### src/rtl/wf68k30l_bus_slave_pkg.sv
// ---------------------------------------------------------------------------
// wf68k30l_bus_slave_pkg
// Shared types and helpers for the WF68K30L asynchronous-bus memory slave:
//   - state_t      : slave FSM states (also exported on the debug port)
//   - SIZE_*       : 68030 SIZE[1:0] encodings
//   - FC_CPU_SPACE : function code of CPU-space cycles (never answered)
//   - size_len()   : transfer length in bytes for a SIZE encoding
//   - calc_be()    : byte-lane enables for a SIZE / ADR[1:0] pair
// ---------------------------------------------------------------------------
package wf68k30l_bus_slave_pkg;

  typedef enum logic [2:0] {
    ST_IDLE  = 3'd0,
    ST_REQ   = 3'd1,
    ST_WAIT  = 3'd2,
    ST_TERM  = 3'd3,
    ST_BERR  = 3'd4,
    ST_DRAIN = 3'd5
  } state_t;

  localparam logic [1:0] SIZE_LONG  = 2'b00;
  localparam logic [1:0] SIZE_BYTE  = 2'b01;
  localparam logic [1:0] SIZE_WORD  = 2'b10;
  localparam logic [1:0] SIZE_THREE = 2'b11;

  localparam logic [2:0] FC_CPU_SPACE = 3'b111;

  function automatic int size_len(input logic [1:0] size);
    int len;
    case (size)
      SIZE_BYTE:  len = 1;
      SIZE_WORD:  len = 2;
      SIZE_THREE: len = 3;
      default:    len = 4;
    endcase
    return len;
  endfunction

  // Byte offset k within the longword maps to MEM_BE[3-k] because the bus is
  // big-endian: offset 0 travels on D31:24. The transfer is clipped at the
  // longword boundary; the CPU continues any remainder in a follow-up cycle.
  function automatic logic [3:0] calc_be(input logic [1:0] size,
                                         input logic [1:0] ofs);
    logic [3:0] be;
    int first;
    int last;
    first = int'(ofs);
    last  = first + size_len(size) - 1;
    if (last > 3) last = 3;
    be = 4'b0000;
    for (int k = 0; k < 4; k++) begin
      if (k >= first && k <= last) be[2'(3 - k)] = 1'b1;
    end
    return be;
  endfunction

endpackage

### src/rtl/wf68k30l_bus_slave_be.sv
// ---------------------------------------------------------------------------
// wf68k30l_bus_slave_be
// Combinational byte-enable decoder.
// Ports:
//   SIZE    in  2  68030 transfer size
//   ADR_LO  in  2  ADR_IN[1:0], starting byte offset in the longword
//   BE      out 4  byte-lane enables, bit3 = D31:24
// ---------------------------------------------------------------------------
module wf68k30l_bus_slave_be
  import wf68k30l_bus_slave_pkg::*;
(
  input  logic [1:0] SIZE,
  input  logic [1:0] ADR_LO,
  output logic [3:0] BE
);

  always_comb begin
    BE = calc_be(SIZE, ADR_LO);
  end

endmodule

### src/rtl/wf68k30l_bus_slave.sv
// ---------------------------------------------------------------------------
// wf68k30l_bus_slave
// Bridges a 68030 asynchronous bus cycle onto a simple request/acknowledge
// memory port and terminates it as a 32-bit port (DSACKn=00) or with BERRn.
//
// Parameters: BASE/MASK address decode (MASK=0 answers every non-CPU-space
// cycle), WAIT_STATES (0..15) extra cycles between MEM_ACK and DSACKn,
// TIMEOUT (1..1023) watchdog limit in cycles.
//
// Optional feature: define WF68K30L_BUS_SLAVE_WATCHDOG_EN to build a watchdog
// that ends REQ with a bus error and DRAIN silently after TIMEOUT cycles.
//
// Ports:
//   CLK, RESET                 clock, asynchronous active-high reset
//   ADR_IN, FC_IN, SIZE, RWn   CPU address, function code, size, 1=read
//   ASn, DSn                   CPU strobes, active-low
//   DATA_FROM_CPU              write data
//   DATA_TO_CPU, DATA_EN       read data and its drive enable
//   DSACKn, BERRn              termination outputs, active-low
//   MEM_*                      memory-side request port
//   STATE_DBG                  current FSM state
// ---------------------------------------------------------------------------
module wf68k30l_bus_slave
  import wf68k30l_bus_slave_pkg::*;
#(
  parameter logic [31:0] BASE        = 32'h0000_0000,
  parameter logic [31:0] MASK        = 32'h0000_0000,
  parameter int          WAIT_STATES = 4,
  parameter int          TIMEOUT     = 255
) (
  input  logic        CLK,
  input  logic        RESET,
  input  logic [31:0] ADR_IN,
  input  logic [2:0]  FC_IN,
  input  logic [1:0]  SIZE,
  input  logic        RWn,
  input  logic        ASn,
  input  logic        DSn,
  input  logic [31:0] DATA_FROM_CPU,
  output logic [31:0] DATA_TO_CPU,
  output logic        DATA_EN,
  output logic [1:0]  DSACKn,
  output logic        BERRn,
  output logic        MEM_REQ,
  output logic        MEM_WE,
  output logic [29:0] MEM_ADDR,
  output logic [3:0]  MEM_BE,
  output logic [31:0] MEM_WDATA,
  input  logic [31:0] MEM_RDATA,
  input  logic        MEM_ACK,
  input  logic        MEM_ERR,
  output state_t      STATE_DBG
);

  if (WAIT_STATES < 0 || WAIT_STATES > 15 || TIMEOUT < 1 || TIMEOUT > 1023)
  begin : g_param_check
    $error("wf68k30l_bus_slave: WAIT_STATES or TIMEOUT out of range");
  end

  localparam logic [3:0] WAIT_LAST = 4'(WAIT_STATES - 1);

  state_t     state;
  logic [3:0] wait_cnt;
  logic [3:0] be_calc;
  logic       sel;
  logic       wd_hit;

  wf68k30l_bus_slave_be u_be (
    .SIZE   (SIZE),
    .ADR_LO (ADR_IN[1:0]),
    .BE     (be_calc)
  );

  assign sel = !ASn && !DSn && (FC_IN != FC_CPU_SPACE) &&
               ((ADR_IN & MASK) == BASE);

`ifdef WF68K30L_BUS_SLAVE_WATCHDOG_EN
  localparam logic [9:0] WD_LAST = 10'(TIMEOUT - 1);
  logic [9:0] wd_cnt;
  // wd_cnt is 0 during the first MEM_REQ cycle, so WD_LAST is reached at the
  // end of the TIMEOUT-th cycle with MEM_REQ high.
  assign wd_hit = MEM_REQ && (wd_cnt == WD_LAST);

  always_ff @(posedge CLK or posedge RESET) begin
    if (RESET) begin
      wd_cnt <= '0;
    end else if (state == ST_IDLE) begin
      wd_cnt <= '0;
    end else if (MEM_REQ) begin
      wd_cnt <= wd_cnt + 10'd1;
    end
  end
`else
  assign wd_hit = 1'b0;
`endif

  assign STATE_DBG = state;

  // Memory handshake: MEM_REQ is a level that, once raised, stays high with
  // MEM_ADDR/MEM_WE/MEM_BE/MEM_WDATA stable until the cycle in which MEM_ACK
  // is sampled high (or the watchdog fires). MEM_ACK is a single-cycle
  // pulse; MEM_ERR is only meaningful in that same cycle. MEM_ACK seen while
  // no request is outstanding is ignored.
  always_ff @(posedge CLK or posedge RESET) begin
    if (RESET) begin
      state       <= ST_IDLE;
      wait_cnt    <= '0;
      MEM_REQ     <= 1'b0;
      MEM_WE      <= 1'b0;
      MEM_ADDR    <= '0;
      MEM_BE      <= '0;
      MEM_WDATA   <= '0;
      DATA_TO_CPU <= '0;
      DATA_EN     <= 1'b0;
      DSACKn      <= 2'b11;
      BERRn       <= 1'b1;
    end else begin
      case (state)
        ST_IDLE: begin
          if (sel) begin
            state     <= ST_REQ;
            MEM_REQ   <= 1'b1;
            MEM_WE    <= ~RWn;
            MEM_ADDR  <= ADR_IN[31:2];
            MEM_BE    <= be_calc;
            MEM_WDATA <= DATA_FROM_CPU;
          end
        end

        ST_REQ: begin
          if (MEM_ACK) begin
            MEM_REQ <= 1'b0;
            if (ASn) begin
              // CPU gave up in the same cycle the memory finished.
              state <= ST_IDLE;
            end else if (MEM_ERR) begin
              state <= ST_BERR;
              BERRn <= 1'b0;
            end else begin
              DATA_TO_CPU <= MEM_RDATA;
              if (WAIT_STATES != 0) begin
                state    <= ST_WAIT;
                wait_cnt <= '0;
              end else begin
                state   <= ST_TERM;
                DSACKn  <= 2'b00;
                DATA_EN <= ~MEM_WE;
              end
            end
          end else if (ASn) begin
            state <= ST_DRAIN;
          end else if (wd_hit) begin
            MEM_REQ <= 1'b0;
            state   <= ST_BERR;
            BERRn   <= 1'b0;
          end
        end

        ST_WAIT: begin
          if (ASn) begin
            // Memory already answered, so DRAIN exits on its next cycle.
            state <= ST_DRAIN;
          end else if (wait_cnt == WAIT_LAST) begin
            state   <= ST_TERM;
            DSACKn  <= 2'b00;
            DATA_EN <= ~MEM_WE;
          end else begin
            wait_cnt <= wait_cnt + 4'd1;
          end
        end

        ST_TERM: begin
          if (ASn) begin
            state   <= ST_IDLE;
            DSACKn  <= 2'b11;
            DATA_EN <= 1'b0;
          end
        end

        ST_BERR: begin
          if (ASn) begin
            state <= ST_IDLE;
            BERRn <= 1'b1;
          end
        end

        ST_DRAIN: begin
          if (MEM_ACK || !MEM_REQ || wd_hit) begin
            state   <= ST_IDLE;
            MEM_REQ <= 1'b0;
          end
        end

        default: begin
          state   <= ST_IDLE;
          MEM_REQ <= 1'b0;
          DSACKn  <= 2'b11;
          BERRn   <= 1'b1;
          DATA_EN <= 1'b0;
        end
      endcase
    end
  end

endmodule

### config.mk
export PLATFORM = sky130hd
export DESIGN_NAME = wf68k30l_bus_slave
export DESIGN_NICKNAME = d
export VERILOG_FILES = /design/src/rtl/wf68k30l_bus_slave_pkg.sv /design/src/rtl/wf68k30l_bus_slave_be.sv /design/src/rtl/wf68k30l_bus_slave.sv
export SDC_FILE = /design/constraint.sdc
export NUM_CORES = 1
export LEC_CHECK = 0
export CORE_MARGIN = 2
export CORE_UTILIZATION = 41
export DETAILED_ROUTE_END_ITERATION = 8
export GPL_ROUTABILITY_DRIVEN = 0
export PLACE_DENSITY = 0.86
export SETUP_SLACK_MARGIN = 0.4
export SYNTH_ARGS = -nofsm -noshare
export SYNTH_HDL_FRONTEND = slang
export SYNTH_SLANG_ARGS = --single-unit
### constraint.sdc
create_clock -name CLK -period 5 [get_ports CLK]
set_clock_uncertainty 0.1 [all_clocks]
set_input_delay 1.25 -clock CLK [delete_from_list [all_inputs] [get_ports CLK]]
set_output_delay 1.25 -clock CLK [all_outputs]
set_load 0.01 [all_outputs]
; After elaboration in Yosys (flattened, before gate mapping)
; Cells that the tools add are included.
[totals]
regBits = 109
word_cells = 106
input_bits = 108
[op_classes]
addsub = 3
reduce_logical = 20
order_cmp = 4
n_bitwise = 7
n_mux = 37
n_eq_ne = 24
[op_table]
columns = operator, count
row1 = $le A3 B32 Y1 const A, 2
row2 = $gt A32 B3 Y1 const B, 1
row3 = $mux W32, 1
row4 = $sub A32 B2 Y32 const B, 1
row5 = $mux W3, 9
row6 = $ne A2 B2 Y1 const B, 11
row7 = $mux W4, 5
row8 = $pmux W3 S5, 1
row9 = $mux W1, 12
row10 = $reduce_and A4 Y1, 3
row11 = $reduce_and A5 Y1, 2
row12 = $ne A3 B3 Y1 const B, 3
row13 = $pmux W3 S3, 1
row14 = $pmux W4 S2, 1
row15 = $reduce_or A4 Y1, 2
row16 = $not A1 Y1, 7
row17 = $eq A3 B2 Y1 const B, 2
row18 = $eq A3 B3 Y1 const B, 2
row19 = $mux W2, 3
row20 = $pmux W1 S3, 2
row21 = $pmux W2 S3, 1
row22 = $reduce_and A6 Y1, 1
row23 = $add A2 B3 Y4, 1
row24 = $add A4 B1 Y4 const B, 1
row25 = other kinds (15), 20

; Longest topological paths before layout
[logic_depth]
ltp_word = 9
mapped_depth = 10
depth_no_buf = 9

; Modules after synthesis
; A second synthesis with hierarchy kept.
[hier_totals]
hier_cells = 314
hier_area_um2 = 4590.7
[modules_own_cells]
columns = module, instances, cells_each, area_per_inst_um2
row1 = wf68k30l_bus_slave, 1, 289, 4395.5
row2 = wf68k30l_bus_slave_be, 1, 25, 195.2

; Worst setup path before layout
; OpenSTA, ideal clock, no wires.
[synth_path]
path_type = input to register
start = input SIZE[0]
end = register MEM_BE[1]
required_time_ps = 4778
cell_stages = 10
arrival_time_ps = 2965
slack_ps = 1812
path_cell_list = clkbuf_1 ha_1 fa_1 or2_2 a211oi_1 ha_1 nand2_1 nor4_1 a21oi_1 o21ai_1
[synth_via]
elab_chain_len = 9
word_cells_on_any_way = 11
cone_classes = add/sub: 2 / order compare: 2 / eq/ne: 3 / mux: 3 / reduce/logical: 1
[synth_rtl]
columns = item, line
row1 = from (decl), wf68k30l_bus_slave.sv:35  ; input logic [1:0] SIZE,
row2 = $eq A2 B2 Y1 or $eq A2 B1 Y1 (tied branches), wf68k30l_bus_slave_pkg.sv:30  ; case (size)
row3 = $pmux W3 S3 (*), wf68k30l_bus_slave_pkg.sv:30
row4 = $add A2 B3 Y4 (*), wf68k30l_bus_slave_pkg.sv:48  ; last = first + size_len(size) - 1;
row5 = $sub A32 B2 Y32 (*), wf68k30l_bus_slave_pkg.sv:48
row6 = $gt A32 B3 Y1, wf68k30l_bus_slave_pkg.sv:49  ; if (last > 3) last = 3;
row7 = $mux W32 (*), wf68k30l_bus_slave_pkg.sv:49
row8 = $le A3 B32 Y1 (*), wf68k30l_bus_slave_pkg.sv:52  ; if (k >= first && k <= last) be[2'(3 - k)] = 1'b1;
row9 = $logic_and A1 B1 Y1 (*), wf68k30l_bus_slave_pkg.sv:52
row10 = $mux W1 (*), wf68k30l_bus_slave_pkg.sv:52
row11 = to (signal assigned), wf68k30l_bus_slave.sv:125  ; MEM_BE <= be_calc;
row12 = to (decl), wf68k30l_bus_slave.sv:47  ; output logic [3:0] MEM_BE,
; Mark *: on every way between the ends. The rest lies on a longest branch, timed or not.
; A chain may end at the register's enable or synchronous reset.

; Worst setup path after layout
[layout_path]
start = input ADR_IN[0]
end = register MEM_BE[1]
[layout_via]
elab_chain_len = 7
word_cells_on_any_way = 8
cone_classes = add/sub: 2 / order compare: 3 / mux: 2 / reduce/logical: 1
[layout_rtl]
columns = item, line
row1 = from (decl), wf68k30l_bus_slave.sv:33  ; input logic [31:0] ADR_IN,
row2 = $add A2 B3 Y4, wf68k30l_bus_slave_pkg.sv:48
row3 = $sub A32 B2 Y32, wf68k30l_bus_slave_pkg.sv:48
row4 = $gt A32 B3 Y1, wf68k30l_bus_slave_pkg.sv:49
row5 = $mux W32, wf68k30l_bus_slave_pkg.sv:49
row6 = $le A3 B32 Y1, wf68k30l_bus_slave_pkg.sv:52
row7 = $logic_and A1 B1 Y1 (*), wf68k30l_bus_slave_pkg.sv:52
row8 = $mux W1 (*), wf68k30l_bus_slave_pkg.sv:52
; Marks and branches as above.

==> key figures <==
Placed design
  • Buffers added on ports: 212
  • Dpl ws: 1.23 ns
  • Post-DP HPWL: 7940 um

STA
  • Final-report hold violation count: 0
  • Max frequency: 296 MHz
  • Setup Viol. Count Final: 0
  • Min cycle time layout: 3.38 ns
  • Setup WS post-layout: 1.62 ns
  • RSZ-0062 raised after global routing: no
  • Setup TNS: 0 ns
  • Fin crit share: 0.676
  • Max_slew headroom: 0.382
  • Worst-Margin Slew: 0.927 ns
  • Max-slew violations: 0
  • Hold slack: 0.387 ns

Setup path
  • Worst R2R End: DATA_TO_CPU[14]
  • Critical Path, Cell by Cell: clkdlybuf4s50_1 > ha_1 > fa_1 > or2_2 > a211oi_1 > ha_1 > nand2_1 > nor4_1 > a21oi_1 > o21ai_1
  • CP required: 5.16 ns
  • CP Class: in -> reg
  • Critical path buffers and inverters: 1
  • Internal reg-to-reg setup slack: 2.74 ns
  • Slowest stage delay, CP: 0.43 ns
  • R2r startpoint: STATE_DBG[1]
  • Crit start category: primary input
  • R2R depth: 3
  • Crit path top cell by count: ha_1
  • Critical path peak fanout: 3
  • Worst path slowest cell: clkdlybuf4s50_1
  • Crit path max-delay family: adder cells
  • WP depth: 10
  • Crit path DAT: 3.54 ns
  • Crit. End Element: flip-flop

GRT
  • Most used routing layer: met2
  • Grt met1 use: 0.209
  • First-pass GRT wire length: 16600 um
  • GRT Resource Usage Total: 0.184
  • Grt met3 use: 0.0729
  • Total gr overflow: 0
  • Vias in the first global route: 3321
  • Met2 GRT Util: 0.308
  • Largest net degree at the start of global routing: 79
  • Initial antenna violation count: 0

Clock network
  • Setup Fix Bufs, Post-CTS: 0
  • Clock latency on the worst-skew pair: 0.37 ns
  • Total CTS buffers: 9
  • CTS tree: yes
  • Clock root buffer: clkbuf_8
  • Hold Buf Count CTS: 0
  • Clock sinks: 108
  • CTS resizes: 0
  • Worst-path clk slew: 0.10 ns
  • CTS H-Tree Depth: 3
  • CTS Buffer Depth: 2

Final layout
  • Share of layout cells above drive strength 1: 0.234
  • Antenna Cells: 0
  • Synth-to-layout area growth: 54.5%
  • Most frequent cells in the layout: clkdlybuf4s50_1 (212), dfrtp_1 (106), mux2_2 (80)
  • Nets: 631
  • Most common cell after layout, fill and taps aside: clkdlybuf4s50_1

Worst hold path
  • Worst Hold Depth: 2
  • Hold/Removal Path Class: reg -> reg
  • Hold EP: MEM_BE[0]
  • Hold_sp: MEM_BE[0]

Drt
  • Final ANT Viol Nets: 0
  • First-pass DRT Iterations: 4
  • Number of vias per cell: 4.90
  • DRT Wirelength: 10800 um
  • Remaining DRCs: 0
  • Iter 0 DRT Violations: 101
  • Routed via count: 3241
  • Wire length per cell: 16.3 um

Synth
  • Synth Area per Inst: 14.6 um^2
  • Synth top area share: 0.592
  • Synth cell types: 44
  • Synth Warn #: 0
  • EDFF count, synth: 0
  • Post-Syn Instances: 307
  • Top cells by area, synth: dfrtp_1 (59%), mux2_2 (20%), mux2_4 (4.7%), ha_1 (1.7%), dfstp_2 (1.2%)
  • Synth Cell Area: 4480 um^2
  • Top FF cell, synth: dfrtp_1
  • FF+latch count, synth: 108
  • Cell taking the most area after synthesis: dfrtp_1
  • Async S/R FF share, synth: 1.00
  • Register area share after synthesis: 0.603

Status
  • Status: complete, no violations

Floorplanning
  • I/O Pins: 215
  • Die area: 11800 um^2
  • Die height: 109 um
  • Core area: 10700 um^2
  • Starting Density: 0.417
  • DIE WIDTH: 109 um
  • FP Rows: 38

Power
  • Clk network pwr share: 0.152
  • Sw Ratio: 0.299
  • Worst VDD drop: 0.327 mV
  • PD cells: 558 nW/um^2
  • NetSw: 1.15 mW
  • Comb pwr share: 0.455
  • Leakage: 2.97 nW
  • Flop pwr share: 0.393
  • Pint: 2.71 mW

Job
  • Max Cap Viol: 0
==> cell usage after synthesis (all sizes together) (2+ instances only) <==
master / n
dfrtp: 106
mux2: 94
buf: 16
a21oi: 10
inv: 10
nand2: 10
o21ai: 8
nand3: 7
ha: 6
nand2b: 4
a21o: 3
nor2: 3
clkbuf: 2
dfstp: 2
nor3b: 2
o211ai: 2
==> cells by family (layout without fill, tap and decap cells) <==
logic type | after synthesis | count (layout) | share of synthesized area
XOR/XNOR | 1 | 1 | 0.00195
multiplexers | 94 | 94 | 0.248
buffers and inverters | 28 | 241 | 0.0327
AO/OA/AOI/OAI | 32 | 32 | 0.0463
other | 1 | 2 | 0.000836
AND/OR/NAND/NOR | 36 | 36 | 0.0458
flip-flops | 108 | 108 | 0.603
adder cells (fa/ha/maj) | 7 | 7 | 0.0212
==> area by class of cell <==
class                           count  area, um^2
Multi-Input combinational cell    172        1640
Timing Repair Buffer              215        2140
Fill cell                         828        3820
Clock inverter                      7         100
Clock buffer                        9         124
Sequential cell                   108        2710
Inverter                           10        40.0
Tap cell                          140         175
==> tightest hold or removal path, delay by kind of cell, from the launching register on <==
family,cells,cell delay (ns)
AND/OR/NAND/NOR,1,0.05
flip-flops,1,0.35
AO/OA/AOI/OAI,1,0.06
==> sequential cells by signal, indices dropped and copies added, names as in the netlist <==
register	cells
DSACKn	1
MEM_ADDR	30
STATE_DBG	3
MEM_WE	1
MEM_WDATA	32
wait_cnt	4
MEM_REQ	1
BERRn	1
DATA_EN	1
MEM_BE	2
DATA_TO_CPU	32
==> how the worst max path moves through the flow <==
stage,startpoint,end,slack (ns)
finish,ADR_IN[0],MEM_BE[1],1.62
global route,ADR_IN[0],MEM_BE[1],1.52
CTS,ADR_IN[0],MEM_BE[1],1.65
detailed placement,ADR_IN[0],MEM_BE[1],1.23
global placement,ADR_IN[0],MEM_BE[1],1.38
floorplan,RESET,DATA_EN,0.81
==> metrics by stage <==
step	power [mW]	instances	cell area [um^2]	util
2_1_floorplan	2.26	308	4490	-
3_3_place_gp	3.25	645	6700	0.624
3_5_place_dp	3.31	645	6700	0.624
4_1_cts	3.91	661	6920	0.644
5_1_grt	4.10	661	6920	0.644
6_report	3.86	661	6920	0.644
==> power groups by stage <==
stage / logic, mW / registers (mW) / clock network, mW
CTS: 1.78 / 1.52 / 0.611
floorplan: 0.558 / 1.70 / 0
global placement: 1.74 / 1.51 / 0
finish: 1.76 / 1.52 / 0.587
detailed placement: 1.77 / 1.54 / 0
global route: 1.88 / 1.57 / 0.644
==> layer usage <==
| layer | vias to the layer above | wire, um |
|---|---|---|
| li1 | 1490 | - |
| met1 | 1577 | 3950 |
| met2 | 149 | 5460 |
| met3 | 25 | 1030 |
| met4 | 0 | 306 |
| met5 | - | 0 |
No activity file was read; power rests on OpenSTA's default activity.
